### config.mk
export PLATFORM = sky130hd
export DESIGN_NAME = demux_1_to_4_stream
export DESIGN_NICKNAME = d
export VERILOG_FILES = /design/src/rtl/demux_pkg.sv /design/src/rtl/demux_slot.sv /design/src/rtl/demux_1_to_4_stream.sv
export SDC_FILE = /design/constraint.sdc
export NUM_CORES = 1
export LEC_CHECK = 0
export CAP_MARGIN = 10
export CORE_MARGIN = 4
export CORE_UTILIZATION = 43
export CTS_CLUSTER_DIAMETER = 100
export CTS_CLUSTER_SIZE = 12
export DETAILED_ROUTE_END_ITERATION = 10
export HOLD_SLACK_MARGIN = 0.05
export PLACE_DENSITY_LB_ADDON = 0.08
export RECOVER_POWER = 100
export SLEW_MARGIN = 20
export SYNTH_ARGS = -nofsm -noshare
export SYNTH_HDL_FRONTEND = slang
export SYNTH_SLANG_ARGS = --single-unit
export TNS_END_PERCENT = 1
### constraint.sdc
create_clock -name clk -period 1.8 [get_ports clk]
set_clock_uncertainty 0.15 [all_clocks]
set_input_delay 0.36 -clock clk [delete_from_list [all_inputs] [get_ports clk]]
set_output_delay 0.36 -clock clk [all_outputs]
set_load 0.05 [all_outputs]
### src/rtl/demux_pkg.sv
// Shared constants and channel-index type for the 1-to-4 stream demultiplexer.
// No logic lives here. It only fixes the channel count and the select width.
// Every demux file imports this package.
package demux_pkg;
    localparam int NUM_CH = 4;
    localparam int SEL_W  = 2;

    typedef logic [SEL_W-1:0] ch_idx_t;
endpackage

### src/rtl/demux_slot.sv
// One-entry register slice holding a single beat for one output channel.
// Latency 1 cycle from load to vld. A load on the same edge as a drain keeps vld high with new data.
// Backpressure: dat holds while vld & ~drain_rdy; the owner gates load using vld/drain_rdy.
module demux_slot
    import demux_pkg::*;
#(
    parameter int DATA_W = 8
) (
    input  logic              clk,
    input  logic              rst_n,
    input  logic              load,
    input  logic [DATA_W-1:0] load_data,
    input  logic              drain_rdy,
    output logic              vld,
    output logic [DATA_W-1:0] dat
);

    always_ff @(posedge clk or negedge rst_n) begin
        if (!rst_n) begin
            vld <= 1'b0;
            dat <= '0;
        end else if (load) begin
            vld <= 1'b1;
            dat <= load_data;
        end else if (vld && drain_rdy) begin
            // Payload is deliberately left in place after a drain.
            vld <= 1'b0;
        end
    end

endmodule

### src/rtl/demux_1_to_4_stream.sv
// Registered 1-to-4 valid/ready demux; DEMUX_AUTO_SEL_EN replaces in_sel with a round-robin pointer.
// Latency 1 cycle per beat, throughput 1 beat/cycle per channel.
// Backpressure: in_ready = target slot empty or draining this cycle (combinational).
module demux_1_to_4_stream
    import demux_pkg::*;
#(
    parameter int DATA_W = 8
) (
    input  logic                     clk,
    input  logic                     rst_n,
    input  logic                     in_valid,
    output logic                     in_ready,
    input  logic [DATA_W-1:0]        in_data,
    input  logic [SEL_W-1:0]         in_sel,
    output logic [NUM_CH-1:0]        out_valid,
    input  logic [NUM_CH-1:0]        out_ready,
    output logic [NUM_CH*DATA_W-1:0] out_data
);

    ch_idx_t tgt;
    logic    accept;

`ifdef DEMUX_AUTO_SEL_EN
    ch_idx_t ptr;

    // Pointer advances only on accept, so a stalled channel is never skipped.
    always_ff @(posedge clk or negedge rst_n) begin
        if (!rst_n) begin
            ptr <= '0;
        end else if (accept) begin
            ptr <= ptr + 1'b1;
        end
    end

    assign tgt = ptr;
`else
    assign tgt = in_sel;
`endif

    assign in_ready = ~out_valid[tgt] | out_ready[tgt];
    assign accept   = in_valid & in_ready;

    for (genvar k = 0; k < NUM_CH; k++) begin : g_slot
        demux_slot #(
            .DATA_W(DATA_W)
        ) u_slot (
            .clk      (clk),
            .rst_n    (rst_n),
            .load     (accept && (tgt == ch_idx_t'(k))),
            .load_data(in_data),
            .drain_rdy(out_ready[k]),
            .vld      (out_valid[k]),
            .dat      (out_data[k*DATA_W +: DATA_W])
        );
    end

endmodule

# ---- Word-level counts from Yosys, hierarchy flattened
# Cells that the tools add are included.
dict set report totals {
  regBits 36
  inputBits 17
  output_inout_bits 37
  wordCells 40
}
dict set report classes {
  n_eq_ne 3
  n_reduce_logical 13
  muxes 12
  order_cmp 1
  bitwise_logic 3
}
# op count
set op_table {}
lappend op_table {{$mux W1} 10}
lappend op_table {{$logic_and A1 B1 Y1} 8}
lappend op_table {{$reduce_bool A2 Y1} 4}
lappend op_table {{$bmux W1 S2} 2}
lappend op_table {{$eq A2 B2 Y1 const B} 2}
lappend op_table {{$lt A2 B3 Y1 const B} 1}
lappend op_table {{$eq A2 B1 Y1 const B} 1}
lappend op_table {{$logic_not A2 Y1} 1}
lappend op_table {{$and A1 B1 Y1} 1}
lappend op_table {{$not A1 Y1} 1}
lappend op_table {{$or A1 B1 Y1} 1}

# ---- Longest topological paths before layout
# Gate-level depths: netlist of the first run.
dict set report logic_depth {
  ltp_word 7
  depth_mapped 4
  ltp_nobuf 3
}

# ---- Cells and area by module
# From an unflattened synthesis of the first run, not the netlist that was laid out.
dict set report hier_totals {
  cells_unflattened 89
  hier_area_um2 1577.8
}
# mod instances seq_area_each_um2 cells_per_inst area_each_um2
set by_module_without_submodules {}
lappend by_module_without_submodules {demux_slot 4 225.2 20 369.1}
lappend by_module_without_submodules {demux_1_to_4_stream 1 0.0 9 101.3}

# ---- Least setup slack after synthesis of the first run
# No wires, ideal clock.
dict set report synth_timing {
  path_kind {input to output}
  startpoint {in out_ready[0]}
  endpoint {out in_ready}
  stages 2
  arrival_time_ps 1138
  required_time_ps 1290
  path_slack_ps 152
  cell_sequence {nand2b_1 mux4_2}
}
dict set report synth_via {
  elab_chain_cells 3
}
# item line
set synth_lines {}
lappend synth_lines {{start: declaration} demux_1_to_4_stream.sv:16} ;# input logic [NUM_CH-1:0] out_ready,
lappend synth_lines {{$bmux W1 S2} demux_1_to_4_stream.sv:40} ;# assign in_ready = ~out_valid[tgt] | out_ready[tgt];
lappend synth_lines {{$mux W1 (not written as such)} demux_1_to_4_stream.sv:40}
lappend synth_lines {{$or A1 B1 Y1} demux_1_to_4_stream.sv:40}
lappend synth_lines {{end: declaration} demux_1_to_4_stream.sv:12} ;# output logic in_ready,
# Every way passes these cells. The select of a mux whose other input is x is not followed.

# ---- Worst setup path in the final report of the first run
dict set report layout_timing {
  startpoint {reg g_slot[3].u_slot.vld}
  endpoint {out in_ready}
}
dict set report layout_via {
  elab_chain_cells 4
}
# item line
set layout_lines {}
lappend layout_lines {{start: declaration} demux_slot.sv:14} ;# output logic vld,
lappend layout_lines {{start signal: assignment} demux_slot.sv:20} ;# vld <= 1'b0;
lappend layout_lines {{start signal: assignment} demux_slot.sv:23} ;# vld <= 1'b1;
lappend layout_lines {{start signal: assignment} demux_slot.sv:27} ;# vld <= 1'b0;
lappend layout_lines {{$bmux W1 S2} demux_1_to_4_stream.sv:40}
lappend layout_lines {{$mux W1 (not written as such)} demux_1_to_4_stream.sv:40}
lappend layout_lines {{$not A1 Y1} demux_1_to_4_stream.sv:40}
lappend layout_lines {{$or A1 B1 Y1} demux_1_to_4_stream.sv:40}
# Every way passes these cells. The select of a mux whose other input is x is not followed.

==> out/qor.csv, run 1 <==
stage,metric,value,unit
synthesis,Synth Warn #,0,
pwr,Switching Share,41.0,%
cells_and_area,Area Growth Syn to Fin,45.9,%
sta,Final Slew Violations,0,
synthesis,synthesized net count,108,
status,status,finished with violations,
pwr,register share of total power,40.1,%
grt,largest net degree at the start of global routing,37,
grt,first-pass GRT wire length,4710,um
setup_path,depth of the most critical reg-to-reg path,7,
synthesis,top post-synthesis cells by area,"dfrtp_1 63%, mux2_2 25%, buf_4 3.1%, nand2b_1 1.7%, mux4_2 1.6%",
cts,CTS tree,yes,
drt,drt first pass iters,2,
setup_path,CP required,1.29,ns
cts,Longest Clk Path Bufs,2,
cells_and_area,layout cells sized above 1,61.1,%
sta,Setup-failing EPs final,1,
pwr,power per standard cell area,1250,nW/um^2
pwr,peak supply drop,0.615,mV
floorplanning,Die Wd,65.7,um
floorplanning,Die Footprint,4320,sq um
drt,routed wl met2,1560,um
drt,drt wl/cell,14.6,um
drt,vias,972,
sta,Worst-Margin Slew,0.866,ns
pwr,Clock Power Share,16.9,%
setup_path,worst r2r dst,g_slot[3].u_slot.dat[2]$_DFFE_PN0P_,
sta,TNS Setup,-0.168,ns
worst_hold_path,Hold Path Depth,4,
cells_and_area,Antenna Cells,0,
sta,RSZ-0062 raised after global routing,yes,
drt,max layer used,met4,
worst_hold_path,hold_sp,out_ready[1],
setup_path,Setup crit start,g_slot[3].u_slot.vld$_DFFE_PN0P_,
sta,setup ws final,-0.168,ns
synthesis,Mapped Area,1430,sq um
synthesis,post-synth cell types,12,
setup_path,"Max stage delay cell, worst path",mux4_2,
synthesis,Post-Synth XOR/XNOR Area,0,%
placed_design,DP HPWL,2210,um
drt,wl on met1,1180,um
floorplanning,IO Count,54,
grt,global route overflow,0,
sta,Worst slew margin,42.3,%
cts,clock tree sinks,36,
job,max cap viols,0,
pwr,P_leak,0.992,nW
synthesis,Post-Synth Adder-Cell Area,0,%
cts,clock transition at the registers of the reported paths,0.09,ns
sta,Final Cycle Share,109,%
cts,CTS buffer count,5,
pwr,Pint,0.00154,W
cts,Root Driver,clkbuf_4,
sta,worst hold slack,0.364,ns
sta,fmax,508,MHz
cts,# H-tree levels,2,
drt,Vias/cell,4.72,
placed_design,GPL Wtd Cong,0.762,
grt,initial antenna violation count,0,
synthesis,simple logic cell fraction of the synthesized area,6.82,%
synthesis,fraction of the yosys area taken by sequential cells,62.9,%
floorplanning,Site Rows,20,
setup_path,Worst Path Max Fanout,2,
floorplanning,Die Y,65.7,um
cts,worst-skew pair later-pin latency,0.33,ns
pwr,Net Sw Power,0.00107,W
synthesis,cell count after synthesis,91,
synthesis,top cell type's share of synthesized area,62.9,%
setup_path,crit end category,output port,
setup_path,CP Class,flip-flop to output port,
setup_path,crit-path leading delay family,multiplexers,
synthesis,syn_area_per_cell,15.7,sq um
setup_path,Critical path buffers and inverters,1,
pwr,Combinational Power Share,43.0,%
sta,min cycle time layout,1.97,ns
drt,antenna-violating nets left,0,
grt,vias in the first global route,964,
synthesis,multiplexer share of the synthesized area,26.7,%
drt,WL final,3010,um
placed_design,port bufs,53,
setup_path,"reg-to-reg slack, setup",0.11,ns
status,failing checks,negative setup slack,
grt,Total GRT Usage,15.1,%
worst_hold_path,Worst Hold End,g_slot[1].u_slot.vld$_DFFE_PN0P_,
floorplanning,core box area,3130,sq um
drt,DR WL met3,223,um
synthesis,"area leader, netlist",dfrtp_1,
pwr,Pwr Total,0.00262,W
synthesis,Compound-Gate Fraction of Synth Area,0.350,%
drt,DR DRC count,0,
setup_path,Max stage delay on crit path,0.48,ns
worst_hold_path,Worst Hold Class,primary input to flip-flop,
drt,Starting DRT DRC Count,19,
floorplanning,initial core utilization,45.8,%
setup_path,worst flop-to-flop path startpoint,g_slot[3].u_slot.vld$_DFFE_PN0P_,
setup_path,Crit path arrival time,1.46,ns
cells_and_area,nets@finish,178,
setup_path,Setup crit start kind,flip-flop,
sta,Final Hold Fails,0,
synthesis,synthesized flop and latch total,36,
synthesis,largest family of logic cells by synthesized area,multiplexers,
setup_path,cells along the critical path,nand2b_4 > mux4_2 > buf_8,
==> through the flow <==
step,util [%],cell area [sq um],worst slack (ns),cells
after floorplan,-,1430,0.152,91
after global placement,63.0,1970,-0.281,193
after detailed placement,63.0,1970,-0.286,193
after CTS,67.0,2100,-0.184,205
after global routing,66.8,2090,-0.223,206
final,66.8,2090,-0.168,206
==> cell families after synthesis <==
| group | count (synthesis) |
|---|---|
| AO/OA/AOI/OAI | 1 |
| multiplexers | 33 |
| flip-flops | 36 |
| buffers and inverters | 6 |
| AND/OR/NAND/NOR | 15 |
==> synthesized netlist by cell type <==
master / instances
dfrtp_1: 36
nand3_1: 1
nor2b_1: 2
buf_4: 6
nor3b_4: 1
nand2b_1: 4
o21ai_0: 1
mux2_2: 32
mux4_2: 1
nand3b_2: 1
nand2_1: 5
and3_1: 1
==> repair_timing <==
item / in CTS / in global routing
hold endpoints to repair: 36 / 0
setup endpoints to repair: 1 / 1
hold buffers: 1 / 0
gates resized for setup: 11 / 0
setup buffers: 3 / 1
==> registers in the layout (all words and copies together), names as in the netlist <==
name and cells:
g_slot.u_slot.vld 4, g_slot.u_slot.dat 32
==> cells in the final DEF (no fill, tap or decap) <==
cell,netlist,final
clkdlybuf4s50_1,0,10
buf_2,0,1
clkbuf_1,0,1
nand3_1,1,1
nor2b_1,2,2
nand2_1,5,5
clkbuf_2,0,1
and3_1,1,1
clkbuf_4,0,5
dlygate4sd2_1,0,5
mux4_2,1,1
nand2b_4,0,4
dfrtp_1,36,36
nor3b_4,1,1
clkbuf_8,0,1
buf_8,0,1
clkinvlp_4,0,1
nand3b_2,1,1
o21ai_0,1,1
buf_4,6,50
dlygate4sd3_1,0,1
mux2_2,32,32
==> power by group through the flow <==
stage / logic [W] / clock network [W] / registers (W)
finish: 0.00113 / 0.000442 / 0.00105
detailed placement: 0.00113 / 0 / 0.00107
global route: 0.00117 / 0.000525 / 0.00107
global placement: 0.00112 / 0 / 0.00106
floorplan: 0.000210 / 0 / 0.00160
CTS: 0.00114 / 0.000470 / 0.00105
==> worst max-delay path by stage <==
stage | endpoint | slack [ns] | depth (start not counted)
5_1_grt | in_ready | -0.22 | 3
6_report | in_ready | -0.17 | 3
2_1_floorplan | in_ready | 0.15 | 2
3_5_place_dp | in_ready | -0.29 | 3
4_1_cts | in_ready | -0.18 | 3
3_3_place_gp | in_ready | -0.28 | 4
==> worst min-delay path: stages <==
cell	delay, ns
dlygate4sd2_1	0.20
nand2b_4	0.11
buf_4	0.10
nand2_1	0.04
==> area by class of cell <==
class | count | area (sq um)
Sequential cell | 36 | 901
Timing Repair Buffer | 69 | 554
Clock inverter | 1 | 7.51
Tap cell | 44 | 55.1
Fill cell | 256 | 1040
Clock buffer | 7 | 55.1
Multi-Input combinational cell | 49 | 515
==> per-layer routing <==
layer | up-vias | global-route usage (%)
met2 | 32 | 25.0
met5 | - | 0
li1 | 456 | -
met1 | 476 | 17.3
met3 | 8 | 5.81
met4 | 0 | 6.22
Power figures use the tool's default switching activity.
==> run 2, diff against run 1 <==
--- a/config.mk
+++ b/config.mk
@@ -8,11 +8,11 @@
 export CAP_MARGIN = 10
 export CORE_MARGIN = 4
 export CORE_UTILIZATION = 43
-export CTS_CLUSTER_DIAMETER = 100
+export CTS_CLUSTER_DIAMETER = 120
 export CTS_CLUSTER_SIZE = 12
 export DETAILED_ROUTE_END_ITERATION = 10
 export HOLD_SLACK_MARGIN = 0.05
-export PLACE_DENSITY_LB_ADDON = 0.08
+export PLACE_DENSITY = 0.8
 export RECOVER_POWER = 100
 export SLEW_MARGIN = 20
 export SYNTH_ARGS = -nofsm -noshare
==> out/qor.csv, run 2 (synthesized netlist as in run 1, its figures left out) <==
stage,metric,value,unit,change
grt,largest net degree at the start of global routing,37,,unchanged
floorplanning,core box area,3130,sq um,unchanged
placed_design,DP HPWL,2310,um,was 2210 um
floorplanning,Die Footprint,4320,sq um,unchanged
sta,Final Hold Fails,0,,unchanged
sta,setup ws final,-0.173,ns,was -0.168 ns
cells_and_area,Area Growth Syn to Fin,38.7,%,was 45.9%
cells_and_area,Antenna Cells,0,,unchanged
setup_path,Setup crit start kind,flip-flop,,unchanged
sta,min cycle time layout,1.97,ns,about the same
setup_path,worst flop-to-flop path startpoint,g_slot[0].u_slot.vld$_DFFE_PN0P_,,was g_slot[3].u_slot.vld$_DFFE_PN0P_
grt,vias in the first global route,1042,,was 964
worst_hold_path,Worst Hold End,g_slot[2].u_slot.vld$_DFFE_PN0P_,,was g_slot[1].u_slot.vld$_DFFE_PN0P_
cts,Longest Clk Path Bufs,2,,unchanged
cts,Root Driver,clkbuf_4,,unchanged
cts,"Hold-fix buffers, CTS",0,,was 1
worst_hold_path,hold_sp,in_sel[0],,was out_ready[1]
worst_hold_path,Worst Hold Class,primary input to flip-flop,,unchanged
setup_path,crit end category,output port,,unchanged
placed_design,GPL Wtd Cong,0.793,,was 0.762
drt,drt first pass iters,2,,unchanged
cts,clock tree sinks,36,,unchanged
pwr,peak supply drop,0.604,mV,was 0.615 mV
sta,fmax,507,MHz,was 508 MHz
grt,Total GRT Usage,16.5,%,was 15.1%
setup_path,CP Class,flip-flop to output port,,unchanged
placed_design,Placed Instances,192,,was 193
cells_and_area,final instance area,1990,sq um,was 2090 sq um
grt,initial antenna violation count,0,,unchanged
cts,worst-skew pair later-pin latency,0.33,ns,about the same
floorplanning,IO Count,54,,unchanged
sta,Worst slew margin,42.5,%,was 42.3%
sta,Final Cycle Share,110,%,was 109%
cells_and_area,most frequent cells in the layout,"37 x clkbuf_2, 36 x dfrtp_1, 32 x mux2_2",,"was 50 x buf_4, 36 x dfrtp_1, 32 x mux2_2"
setup_path,"Max stage delay cell, worst path",mux4_2,,unchanged
pwr,power per standard cell area,1290,nW/um^2,was 1250 nW/um^2
setup_path,Crit path arrival time,1.46,ns,about the same
sta,RSZ-0062 raised after global routing,yes,,unchanged
cts,# H-tree levels,2,,unchanged
setup_path,cells along the critical path,nand2b_4 > mux4_2 > buf_8,,unchanged
drt,vias,987,,was 972
setup_path,worst r2r dst,g_slot[0].u_slot.dat[3]$_DFFE_PN0P_,,was g_slot[3].u_slot.dat[2]$_DFFE_PN0P_
placed_design,port bufs,53,,unchanged
floorplanning,initial core utilization,45.8,%,unchanged
cells_and_area,Top Registers,"g_slot.u_slot.dat: 32 flops, g_slot.u_slot.vld: 4 flops",,unchanged
status,failing checks,negative setup slack,,unchanged
sta,Setup-failing EPs final,9,,was 1
setup_path,depth of the most critical reg-to-reg path,5,,was 7
status,status,finished with violations,,unchanged
drt,WL final,3200,um,was 3010 um
floorplanning,Die Y,65.7,um,unchanged
job,max cap viols,0,,unchanged
cells_and_area,Finished Layout Cells,202,,was 206
placed_design,pre-CTS WS,-0.314,ns,was -0.286 ns
drt,antenna-violating nets left,0,,unchanged
drt,Vias/cell,4.89,,was 4.72
sta,Final Slew Violations,0,,unchanged
floorplanning,Site Rows,20,,unchanged
setup_path,Worst Path Max Fanout,2,,unchanged
pwr,P_leak,0.957,nW,was 0.992 nW
cells_and_area,layout cells sized above 1,59.5,%,was 61.1%
placed_design,Placed Area,1980,sq um,was 1970 sq um
grt,global route overflow,0,,unchanged
floorplanning,Die Wd,65.7,um,unchanged
setup_path,CP required,1.29,ns,about the same
worst_hold_path,Hold Path Depth,2,,was 4
drt,drt wl/cell,15.8,um,was 14.6 um
drt,Starting DRT DRC Count,21,,was 19
sta,Worst-Margin Slew,0.862,ns,was 0.866 ns
cells_and_area,nets@finish,175,,was 178
setup_path,Max stage delay on crit path,0.48,ns,about the same
cells_and_area,"commonest non-fill, non-tap cell in the layout",clkbuf_2,,was buf_4
setup_path,"reg-to-reg slack, setup",0.07,ns,was 0.11 ns
cts,CTS buffer count,5,,unchanged
drt,DR DRC count,0,,unchanged
sta,TNS Setup,-1.31,ns,was -0.168 ns
cells_and_area,Top reg by flops,g_slot.u_slot.dat,,unchanged
cts,CTS tree,yes,,unchanged
cells_and_area,max reg flops,32,,unchanged
grt,first-pass GRT wire length,5150,um,was 4710 um
cts,clock transition at the registers of the reported paths,0.10,ns,was 0.09 ns
run 2: changes by cell type in the layout (fill, tap and decap cells not counted), sizes merged:
cell,previous run,this run
buf,52,11
clkbuf,8,46
clkdlybuf4s50,10,9
clkinvlp,1,0
dlygate4sd3,1,2
run 2: worst max-delay path by stage:
stage                                     start  endpoint  slack [ns]  cells past startpoint
2_1_floorplan                      out_ready[0]  in_ready        0.15                      2
3_5_place_dp                       out_ready[1]  in_ready       -0.31                      4
4_1_cts        g_slot[2].u_slot.vld$_DFFE_PN0P_  in_ready       -0.18                      3
6_report       g_slot[3].u_slot.vld$_DFFE_PN0P_  in_ready       -0.17                      3
5_1_grt        g_slot[3].u_slot.vld$_DFFE_PN0P_  in_ready       -0.23                      3
3_3_place_gp                          in_sel[0]  in_ready       -0.30                      3
run 2: where the power goes:
| group | internal (W) | switching, W |
|---|---|---|
| registers | 0.000967 | 0.0000904 |
| clock network | 0.000221 | 0.000251 |
| logic | 0.000283 | 0.000741 |
run 2: layout make-up:
class,count,area [sq um]
sequential,36,901
timing repair buffer,66,453
tap,44,55.1
multi-input combinational,49,512
fill,260,1140
clock buffer,7,65.1
run 2: what timing repair did:
| action | in CTS | in global routing |
|---|---|---|
| buffers inserted | 3 | 0 |
| gates resized for setup | 11 | 0 |
| endpoints found under the setup margin | 1 | 1 |
| pin swaps | 0 | 0 |
run 2: routing by layer:
metal,track usage (%),wire (um),up-vias
li1,-,-,446
met1,18.5,1230,500
met2,28.7,1710,35
met3,6.67,228,6
met4,4.66,34,0
met5,0,0,-
run 2: per-stage QoR:
stage / power, W / hold WS [ns] / utilization [%]
2_1_floorplan: 0.00181 / -0.0856 / -
3_3_place_gp: 0.00218 / 0.340 / 63.3
3_5_place_dp: 0.00220 / 0.345 / 63.3
4_1_cts: 0.00270 / 0.257 / 67.1
5_1_grt: 0.00267 / 0.289 / 63.5
6_report: 0.00255 / 0.280 / 63.5
run 2: critical path, delay by kind of cell (launching register included):
family,cells,cell delay (ns)
buffers and inverters,1,0.17
muxes,1,0.48
and+or+nand+nor,1,0.07
DFF,1,0.41
